[src/rtl/mem_dump_reader_pkg.sv]
// rtl/mem_dump_reader_pkg.sv - shared widths and FSM encoding for the memory dump reader
//
// Purpose: default memory geometry and the dump FSM state type, shared by
// the reader RTL and anything that needs to decode its state.
// Ports: none (package).

package mem_dump_reader_pkg;

  localparam int DATA_W_DEFAULT = 32;  // memory word width
  localparam int ADDR_W_DEFAULT = 11;  // 2048-word memory

  typedef enum logic [2:0] {
    ST_IDLE  = 3'd0,
    ST_ISSUE = 3'd1,
    ST_CAPT  = 3'd2,
    ST_SEND  = 3'd3,
    ST_DONE  = 3'd4
  } state_t;

endpackage

[src/rtl/mem_dump_reader.sv]
// rtl/mem_dump_reader.sv - walks an inclusive address range and streams each word out
//
// Purpose: while the CPU is halted, read program/data memory over its second
// (synchronous) port from start_adrs to end_adrs inclusive and present each
// word with its address on a valid/ready stream.
// Ports:
//   clk, resetn               clock, asynchronous active-low reset
//   cpu_en                    CPU run enable; rising while busy aborts the dump
//   start, start_adrs,
//   end_adrs                  start pulse and inclusive range, sampled together
//   mem_rd_en, mem_rd_adrs    read strobe/address to memory (only in ISSUE)
//   mem_rd_data               read data, valid the cycle after mem_rd_en
//   dout_valid, dout_ready,
//   dout_data, dout_adrs      output word stream
//   busy, done, err           status: dump in progress, completion pulse,
//                             rejected-start / abort pulse

module mem_dump_reader
  import mem_dump_reader_pkg::*;
#(
  parameter int DATA_W = DATA_W_DEFAULT,
  parameter int ADDR_W = ADDR_W_DEFAULT
) (
  input  logic              clk,
  input  logic              resetn,
  input  logic              cpu_en,
  input  logic              start,
  input  logic [ADDR_W-1:0] start_adrs,
  input  logic [ADDR_W-1:0] end_adrs,
  output logic              mem_rd_en,
  output logic [ADDR_W-1:0] mem_rd_adrs,
  input  logic [DATA_W-1:0] mem_rd_data,
  output logic              dout_valid,
  input  logic              dout_ready,
  output logic [DATA_W-1:0] dout_data,
  output logic [ADDR_W-1:0] dout_adrs,
  output logic              busy,
  output logic              done,
  output logic              err
);

  localparam logic [ADDR_W-1:0] ADRS_ONE = 1;

  state_t            state;
  logic [ADDR_W-1:0] cur_adrs;
  logic [ADDR_W-1:0] last_adrs;

  always_ff @(posedge clk or negedge resetn) begin
    if (!resetn) begin
      state       <= ST_IDLE;
      cur_adrs    <= '0;
      last_adrs   <= '0;
      mem_rd_en   <= 1'b0;
      mem_rd_adrs <= '0;
      dout_valid  <= 1'b0;
      dout_data   <= '0;
      dout_adrs   <= '0;
      busy        <= 1'b0;
      done        <= 1'b0;
      err         <= 1'b0;
    end else begin
      done <= 1'b0;
      err  <= 1'b0;
      if (busy && cpu_en) begin
        // CPU restarted under us: drop everything, including a pending word.
        state      <= ST_IDLE;
        mem_rd_en  <= 1'b0;
        dout_valid <= 1'b0;
        busy       <= 1'b0;
        err        <= 1'b1;
      end else begin
        case (state)
          ST_IDLE: begin
            if (start) begin
              if (!cpu_en && (end_adrs >= start_adrs)) begin
                cur_adrs    <= start_adrs;
                last_adrs   <= end_adrs;
                busy        <= 1'b1;
                // Strobe is registered, so it is raised on entry to ISSUE.
                mem_rd_en   <= 1'b1;
                mem_rd_adrs <= start_adrs;
                state       <= ST_ISSUE;
              end else begin
                err <= 1'b1;
              end
            end
          end
          ST_ISSUE: begin
            mem_rd_en <= 1'b0;
            state     <= ST_CAPT;
          end
          ST_CAPT: begin
            dout_data  <= mem_rd_data;
            dout_adrs  <= cur_adrs;
            dout_valid <= 1'b1;
            state      <= ST_SEND;
          end
          ST_SEND: begin
            if (dout_ready) begin
              dout_valid <= 1'b0;
              // Compare before incrementing so a range ending at the top
              // address never wraps cur_adrs back to zero.
              if (cur_adrs == last_adrs) begin
                done  <= 1'b1;
                busy  <= 1'b0;
                state <= ST_DONE;
              end else begin
                cur_adrs    <= cur_adrs + ADRS_ONE;
                mem_rd_en   <= 1'b1;
                mem_rd_adrs <= cur_adrs + ADRS_ONE;
                state       <= ST_ISSUE;
              end
            end
          end
          ST_DONE: begin
            state <= ST_IDLE;
          end
          default: begin
            state <= ST_IDLE;
          end
        endcase
      end
    end
  end

endmodule

[config.mk]
export PLATFORM = sky130hd
export DESIGN_NAME = mem_dump_reader
export DESIGN_NICKNAME = d
export VERILOG_FILES = /design/src/rtl/mem_dump_reader_pkg.sv /design/src/rtl/mem_dump_reader.sv
export SDC_FILE = /design/constraint.sdc
export NUM_CORES = 1
export LEC_CHECK = 0
export CAP_MARGIN = 20
export CORE_MARGIN = 2
export CORE_UTILIZATION = 46
export DETAILED_ROUTE_END_ITERATION = 7
export PLACE_DENSITY = 0.86
export SYNTH_ARGS = -nofsm -noshare
export SYNTH_HDL_FRONTEND = slang
export SYNTH_SLANG_ARGS = --single-unit
[constraint.sdc]
create_clock -name clk -period 2.6 [get_ports clk]
set_clock_uncertainty 0.15 [all_clocks]
set_input_delay 0.78 -clock clk [delete_from_list [all_inputs] [get_ports clk]]
set_output_delay 0.78 -clock clk [all_outputs]
set_load 0.05 [all_outputs]
# After elaboration in Yosys (flattened, before gate mapping)
# Index checks and enable logic that the tools add are counted.
# classes
n_addsub	1
n_mul	0
div	0
order_cmp	1
n_eq_ne	13
shifts	0
muxes	32
bitwise_logic	1
reduce_logical	15
# op_table
cell	n
11-bit two-way mux	4
11-bit one-hot mux with 2 select lines	1
1-bit two-way mux	18
3-bit two-way mux	5
3-bit != test (second input constant)	5
3-bit one-hot mux with 4 select lines	1
11-bit by 1-bit adder with 11-bit output (second input constant)	1
11-bit == test	1
11-bit >= comparator	1
5-bit AND reduction	2
2-bit != test (second input constant)	4
3-bit by 2-bit == test with 1-bit output (second input constant)	2
6-bit AND reduction	1
3-bit nonzero test	2
1-bit one-hot mux with 2 select lines	2
2-bit AND reduction	2
4-bit AND reduction	1
4-bit nonzero test	1
3-bit by 1-bit == test with 1-bit output (second input constant)	1
3-bit logical NOT	1
1-bit one-hot mux with 3 select lines	1
3-bit AND reduction	1
1-bit logical AND	2
2-bit nonzero test	1
2 further kinds	2
# totals
ff_bits	73
latch_bits	0
ram_bits	0
rom_bits	0
input_bits	59
output_inout_bits	59
n_memories	0

# Logic depth before layout (Yosys ltp)
# Gate-level depths: netlist (run 1).
# depth
depth_word	6
depth_mapped	10

# Least setup slack after synthesis (run 1)
# No wires, ideal clock.
# synth_path
path_kind	input-to-reg
startpoint	input port start_adrs[10]
endpoint	register last_adrs[2]
setup_time_ns	0.125
arrival_ns	2.443
slack_ns	-0.118
path_stages	10
path_buffers	1
cell_sequence	inv_1 -> ha_1 -> nand4_1 -> nor3_1 -> a21oi_1 -> o21ai_2 -> nor2b_1 -> and2_1 -> buf_4 -> mux2_2
# synth_between
elab_chain_cells	3
# synth_rtl
item	line	text
start: declaration	mem_dump_reader.sv:28	input logic [ADDR_W-1:0] start_adrs,
11-bit >= comparator	mem_dump_reader.sv:75	if (!cpu_en && (end_adrs >= start_adrs)) begin
1-bit logical AND	mem_dump_reader.sv:75	
4-bit AND reduction (no line)	--	
end signal: assignment	mem_dump_reader.sv:77	last_adrs <= end_adrs;
end: declaration	mem_dump_reader.sv:46	logic [ADDR_W-1:0] last_adrs;
# No other way between the ends.
# A chain may end at the register's enable or synchronous reset.

# Worst setup path in the final report (run 1)
# layout_path
startpoint	input port start_adrs[3]
endpoint	register last_adrs[7]
# Same word-level chain as after synthesis.

==> results by group, run 1 <==
Detailed routing
  • DRT iter0 DRCs: 116
  • Total routed wirelength: 8960 um
  • DRC viols: 0
  • WL/cell: 16.2 um
  • Initial DRT Pass Iterations: 4
  • Vias per inst: 5.28
  • DR vias: 2919
  • Post-route ant nets: 0

Synthesis
  • Avg Cell Area, Syn: 12.0 um2
  • Syn_nets: 369
  • Cells after Synth: 298
  • Number of synthesized flops with an enable pin: 0
  • Synth warn: 0
  • Post-synthesis sequential area ratio: 51.1%
  • Flops & latches, synth: 73
  • Synthesized area: 3570 um2
  • Cell variety after synth: 46
  • Synth Flop Type: dfrtp_1
  • Ys async rst share: 100%

Layout
  • Most common cell after layout, fill and taps aside: clkdlybuf4s50_1
  • Net count, final: 518
  • Syn-to-layout area delta: 49.9%
  • ANT cells: 0
  • Final non-filler cell total: 553
  • Commonest cells after routing, fill and taps aside: clkdlybuf4s50_1, dfrtp_1, mux2_2
  • Fin util: 70.5%
  • Layout cells sized above 1: 30.6%

Worst setup path
  • Max stage delay on crit path: 0.31 ns
  • CP Launch Type: primary input
  • Top delay family on crit path: simple AND/OR/NAND/NOR gates
  • Worst Setup End Kind: flop
  • WP data required: 2.67 ns
  • Cells along the critical path: dlygate4sd2_1 > inv_1 > ha_1 > nand2_1 > nor3_2 > a21oi_1 > o21ai_2 > nor2b_4 > and2_4 > mux2_4
  • Critical-path top delay cell: mux2_4
  • CP arrival: 2.68 ns
  • Setup CP Type: in2reg
  • Worst-path fanout max: 6
  • Buf/Inv on CP: 2

Pwr
  • PwrDens: 1420 nW/um2
  • Internal Pwr Total: 4.01 mW
  • Sw Pwr: 3.62 mW
  • Net Sw Frac: 47.4%
  • Combinational Power Share: 60.7%
  • Clock Power Share: 11.9%
  • Max VDD drop: 0.512 mV
  • Static leakage: 2.36 nW
  • Sequential share of power: 27.4%

Clock network
  • Max clock buf depth: 2
  • Clock buffer count from CTS: 9
  • Clock-pin slew on the worst setup and hold paths: 0.08 ns
  • Htree depth: 3
  • TritonCTS clock tree: done
  • CTS Root Cell: clkbuf_8
  • Clk_lat worst skew: 0.34 ns
  • CTS sink count: 73

Die
  • Die H: 92.2 um
  • Die ar.: 8490 um2
  • Core ar.: 7610 um2
  • Boundary pin count: 118
  • FP Rows: 32
  • Die width: 92.2 um
  • Initial Util: 47.0%

Placement
  • Port buffer count: 117
  • Placed cells: 533
  • Detailed Place HPWL: 6500 um
  • GPL Wtd Cong: 0.882

Status
  • Failing checks: negative setup slack
  • Outcome: finished with violations

GRT
  • Vias in the first global route: 2943
  • GRT Util Overall: 21.8%
  • Initial antenna violation count: 0
  • First-pass GRT wire length: 14400 um
  • Overflow after GRT: 0
  • Pin count of the biggest net entering global routing: 45

Timing
  • Worst setup margin: -0.0166 ns
  • Max-Slew Margin vs Limit: 64.3%
  • Tmin final: 2.62 ns
  • Max Freq: 382 MHz
  • Slew Viols, Final: 0
  • Hold Fails Final Rpt: 0
  • Fin crit share: 101%
  • Worst slew pin tran: 0.533 ns
  • Final setup violation count: 5

Run
  • Max_cap viols: 0

Min path
  • HP Class: in2async
## synthesized netlist by cell type, types with 2 or more instances
cell / n / share of area [%]
a211oi_1: 2 / 0.42
a2bb2oi_1: 9 / 2.2
and2_1: 5 / 0.88
inv_1: 12 / 1.3
o21ai_0: 19 / 2.7
nand2_1: 16 / 1.7
nor2_1: 10 / 1.1
a21oi_1: 13 / 1.8
nor3_1: 9 / 1.3
dfrtp_1: 73 / 51
mux2_2: 49 / 15
buf_2: 5 / 0.70
nor2b_1: 4 / 0.70
mux2_1: 5 / 1.6
nand3_1: 6 / 0.84
nand4_1: 4 / 0.70
xor2_1: 10 / 2.5
ha_1: 12 / 4.2
clkbuf_1: 4 / 0.42
a31oi_1: 3 / 0.53
and3_1: 3 / 0.53
## layout make-up
cell class	instances	area, um2
Timing Repair Buffer	148	1390
Inverter	12	45.0
Sequential cell	73	1830
Multi-Input combinational cell	203	1770
Clock inverter	4	51.3
Clock buffer	11	151
Tap cell	102	128
Fill cell	543	2250
## per-stage QoR
| step | hold slack, ns | cell area, um2 | TNS (ns) | power [mW] | setup slack [ns] |
|---|---|---|---|---|---|
| 2_1_floorplan | 0.329 | 3590 | 0 | 5.13 | 0.0130 |
| 3_3_place_gp | 0.337 | 5050 | -12.68 | 6.53 | -0.567 |
| 3_5_place_dp | 0.342 | 5050 | -16.61 | 6.67 | -0.780 |
| 4_1_cts | 0.218 | 5340 | -0.00224 | 7.63 | -0.00224 |
| 5_1_grt | 0.230 | 5360 | -0.0247 | 8.01 | -0.0154 |
| 6_report | 0.215 | 5360 | -0.0396 | 7.63 | -0.0166 |
## per-layer routing
| metal | share of wire (%) | wire length, um | track usage [%] |
|---|---|---|---|
| met2 | 49 | 4370 | 36.8 |
| met5 | 0 | 0 | 0 |
| met1 | 42 | 3780 | 27.3 |
| met3 | 6.3 | 567 | 3.86 |
| met4 | 2.7 | 240 | 10.2 |
## power by group through the flow
stage                     Combinational (mW)  Clock [mW]  Sequential [mW]
final                                   4.63       0.907             2.09
after global routing                    4.87       0.976             2.16
after detailed placement                4.57           0             2.10
after floorplan                         1.55           0             3.58
after CTS                               4.62       0.927             2.08
after global placement                  4.46           0             2.07
## what timing repair did
| action | in CTS | in global routing |
|---|---|---|
| hold buffers | 0 | 0 |
| gates cloned | 1 | 0 |
| gates resized for setup | 42 | 21 |
| setup buffers | 3 | 1 |
| pin swaps | 19 | 10 |
| setup endpoints to repair | 28 | 22 |
## cell families (layout without fill, tap and decap cells)
family	Yosys count	after routing	share of synthesized area, %
AOI/OAI and AO/OA	56	56	10.4
xor gates and xnor gates	11	11	2.91
adders and majority gates	12	12	4.20
buffers and inverters	23	175	2.90
DFF	73	73	51.1
muxes	55	55	17.4
and+or+nand+nor	68	69	11.1
## final timing paths
kind                                           startpoint                   endpoint  slack, ns  cells after the start
worst min-delay path                               resetn   last_adrs[3]$_DFFE_PN0P_       0.22                      1
max in group asynchronous                          resetn  dout_data[23]$_DFFE_PN0P_       1.51                      2
worst max register to register    cur_adrs[4]$_DFFE_PN0P_   cur_adrs[10]$_DFFE_PN0P_       0.33                      7
worst max-delay path                        start_adrs[3]   last_adrs[7]$_DFFE_PN0P_      -0.02                     10
worst min register to register  dout_data[12]$_DFFE_PN0P_  dout_data[12]$_DFFE_PN0P_       0.36                      1
min in group clk                dout_data[12]$_DFFE_PN0P_  dout_data[12]$_DFFE_PN0P_       0.36                      1
## registers in the layout (all words and copies together) (netlist names)
name / flops
mem_rd_en: 1
state: 3
dout_adrs: 11
err: 1
cur_adrs: 11
dout_valid: 1
done: 1
busy: 1
dout_data: 32
last_adrs: 11
Note: power is estimated with default switching activity, not from simulation.
==> inputs of run 2 (changes only) <==
--- a/config.mk
+++ b/config.mk
@@ -7,9 +7,11 @@
 export LEC_CHECK = 0
 export CAP_MARGIN = 20
 export CORE_MARGIN = 2
-export CORE_UTILIZATION = 46
+export CORE_UTILIZATION = 48
+export CTS_BUF_LIST = sky130_fd_sc_hd__clkbuf_2
 export DETAILED_ROUTE_END_ITERATION = 7
-export PLACE_DENSITY = 0.86
+export PLACE_DENSITY = 0.89
 export SYNTH_ARGS = -nofsm -noshare
 export SYNTH_HDL_FRONTEND = slang
 export SYNTH_SLANG_ARGS = --single-unit
+export TNS_END_PERCENT = 100
==> results by group, run 2 (synthesis gave the netlist of run 1 again) <==
Status
  • Outcome: completed (was finished with violations)

Die
  • FP Rows: 31 (was 32)
  • Die ar.: 8150 um2 (was 8490 um2)
  • Initial Util: 49.5% (was 47.0%)
  • Die width: 90.3 um (was 92.2 um)
  • Core ar.: 7210 um2 (was 7610 um2)
  • Boundary pin count: 118 (unchanged)
  • Die H: 90.3 um (was 92.2 um)

Detailed routing
  • Total routed wirelength: 9580 um (was 8960 um)
  • Initial DRT Pass Iterations: 6 (was 4)
  • Post-route ant nets: 0 (unchanged)
  • DRT iter0 DRCs: 131 (was 116)
  • DRC viols: 0 (unchanged)
  • WL/cell: 17.4 um (was 16.2 um)
  • DR vias: 2985 (was 2919)
  • Vias per inst: 5.41 (was 5.28)

Pwr
  • PwrDens: 1380 nW/um2 (was 1420 nW/um2)
  • Static leakage: 2.46 nW (was 2.36 nW)
  • Total power: 7.31 mW (was 7.63 mW)
  • Max VDD drop: 0.530 mV (was 0.512 mV)

Worst setup path
  • Worst R2R Setup Slack: 0.42 ns (was 0.33 ns)
  • CP Launch Type: primary input (unchanged)
  • WP data required: 2.86 ns (was 2.67 ns)
  • Worst Setup End Kind: flop (unchanged)
  • Critical-path top delay cell: clkdlybuf4s50_1 (was mux2_4)
  • Top delay family on crit path: buffers and inverters (was simple AND/OR/NAND/NOR gates)
  • Max stage delay on crit path: 0.50 ns (was 0.31 ns)
  • Worst path most repeated cell: o21ai_2
  • CP arrival: 2.79 ns (was 2.68 ns)
  • Cells along the critical path: clkdlybuf4s50_1 > inv_2 > ha_4 > nand2_1 > o21ai_2 > a21oi_2 > o21ai_2 > nor2b_4 > and2_4 > mux2_2 (was dlygate4sd2_1 > inv_1 > ha_1 > nand2_1 > nor3_2 > a21oi_1 > o21ai_2 > nor2b_4 > and2_4 > mux2_4)
  • Buf/Inv on CP: 2 (unchanged)
  • Worst-path fanout max: 6 (unchanged)
  • Setup CP Type: in2reg (unchanged)

GRT
  • Pin count of the biggest net entering global routing: 45 (unchanged)
  • Vias in the first global route: 3087 (was 2943)
  • GRT Util Overall: 23.8% (was 21.8%)
  • Initial antenna violation count: 0 (unchanged)
  • First-pass GRT wire length: 15400 um (was 14400 um)
  • Overflow after GRT: 0 (unchanged)

Timing
  • Tmin final: 2.53 ns (was 2.62 ns)
  • Hold slack: 0.128 ns (was 0.215 ns)
  • Max-Slew Margin vs Limit: 55.8% (was 64.3%)
  • Slew Viols, Final: 0 (unchanged)
  • Final setup violation count: 0 (was 5)
  • Fin crit share: 97.3% (was 101%)
  • Worst slew pin tran: 0.664 ns (was 0.533 ns)
  • Max Freq: 395 MHz (was 382 MHz)
  • Worst setup margin: 0.0701 ns (was -0.0166 ns)
  • Hold Fails Final Rpt: 0 (unchanged)

Clock network
  • Clock buffer count from CTS: 9 (unchanged)
  • Clock-pin slew on the worst setup and hold paths: 0.18 ns (was 0.08 ns)
  • CTS sink count: 73 (unchanged)
  • # hold bufs at CTS: 0 (unchanged)
  • Htree depth: 3 (unchanged)
  • TritonCTS clock tree: done (unchanged)
  • Clk_lat worst skew: 0.53 ns (was 0.34 ns)
  • Max clock buf depth: 2 (unchanged)
  • CTS Root Cell: clkbuf_2 (was clkbuf_8)

Layout
  • Net count, final: 521 (was 518)
  • Top reg by flops: dout_data (unchanged)
  • Most common cell after layout, fill and taps aside: dfrtp_1 (was clkdlybuf4s50_1)
  • Max FFs per register: 32 (unchanged)
  • Syn-to-layout area delta: 48.3% (was 49.9%)
  • Commonest cells after routing, fill and taps aside: dfrtp_1, dlygate4sd2_1, mux2_2 (was clkdlybuf4s50_1, dfrtp_1, mux2_2)
  • ANT cells: 0 (unchanged)
  • Layout cells sized above 1: 30.0% (was 30.6%)

Placement
  • Port buffer count: 117 (unchanged)
  • GPL Wtd Cong: 0.891 (was 0.882)
  • Pre-CTS WS: -0.685 ns (was -0.780 ns)
  • Detailed Place HPWL: 6960 um (was 6500 um)

Min path
  • HP Class: in2async (unchanged)

Run
  • Max_cap viols: 0 (unchanged)
-- run 2: cell types whose count changed in the layout (fill, tap and decap cells not counted), sizes merged --
cell,delta
clkdlybuf4s50,-40
clkbuf,-6
clkinvlp,-1
buf,+4
clkdlybuf4s15,-3
dlygate4sd2,+44
dlymetal6s2s,+3
inv,-1
bufinv,+2
-- run 2: layout make-up --
class	instances	area, um2
Inverter	12	45.0
Tap cell	99	124
Fill cell	500	1910
Sequential cell	73	1830
Clock inverter	4	93.8
Clock buffer	10	50.0
Multi-Input combinational cell	203	1770
Timing Repair Buffer	151	1400
-- run 2: worst register-to-register path: stages, from the launching register on --
cell,delay (ns)
dfrtp_1,0.50
xor2_1,0.20
nor4_2,0.40
nand3_4,0.18
o21ai_4,0.30
buf_4,0.19
nor3_1,0.05
a2bb2oi_1,0.12
-- run 2: per-stage QoR --
step | utilization [%] | setup TNS, ns | cell area [um2] | std cells
5_1_grt | 73.5 | -0.00830 | 5300 | 552
6_report | 73.5 | 0 | 5300 | 552
3_3_place_gp | 70.5 | -12.05 | 5080 | 534
3_5_place_dp | 70.5 | -14.05 | 5080 | 534
2_1_floorplan | - | 0 | 3590 | 298
4_1_cts | 72.3 | 0 | 5220 | 551
-- run 2: path summary, 6_finish.rpt --
check                                            to                startpoint  depth (start not counted)
setup / recovery           last_adrs[0]$_DFFE_PN0P_             start_adrs[2]                         10
hold / removal             dout_data[5]$_DFFE_PN0P_                    resetn                          1
setup reg to reg            cur_adrs[5]$_DFFE_PN0P_   cur_adrs[9]$_DFFE_PN0P_                          7
hold reg to reg            dout_adrs[3]$_DFFE_PN0P_  dout_adrs[3]$_DFFE_PN0P_                          1
max in group asynchronous  dout_adrs[9]$_DFFE_PN0P_                    resetn                          2
min in group clk           dout_adrs[3]$_DFFE_PN0P_  dout_adrs[3]$_DFFE_PN0P_                          1
-- run 2: report_power, final --
group,internal (mW),leakage (nW),switching (mW)
combinational,1.62,1.51,2.84
clock,0.406,0.0855,0.384
sequential,1.66,0.869,0.395
-- run 2: timing repair --
item                       in CTS  in global routing
setup buffers                   2                  1
gates cloned                    1                  0
setup endpoints to repair      65                 26
resized for setup              66                 21
pin swaps                       7                  6
-- run 2: metal layers --
layer / global-route usage [%] / up-vias / share of wire (%)
li1: - / 1378 / -
met1: 28.8 / 1439 / 41
met2: 41.9 / 146 / 51
met3: 5.01 / 22 / 6.6
met4: 8.85 / 0 / 1.5
met5: 0 / - / 0
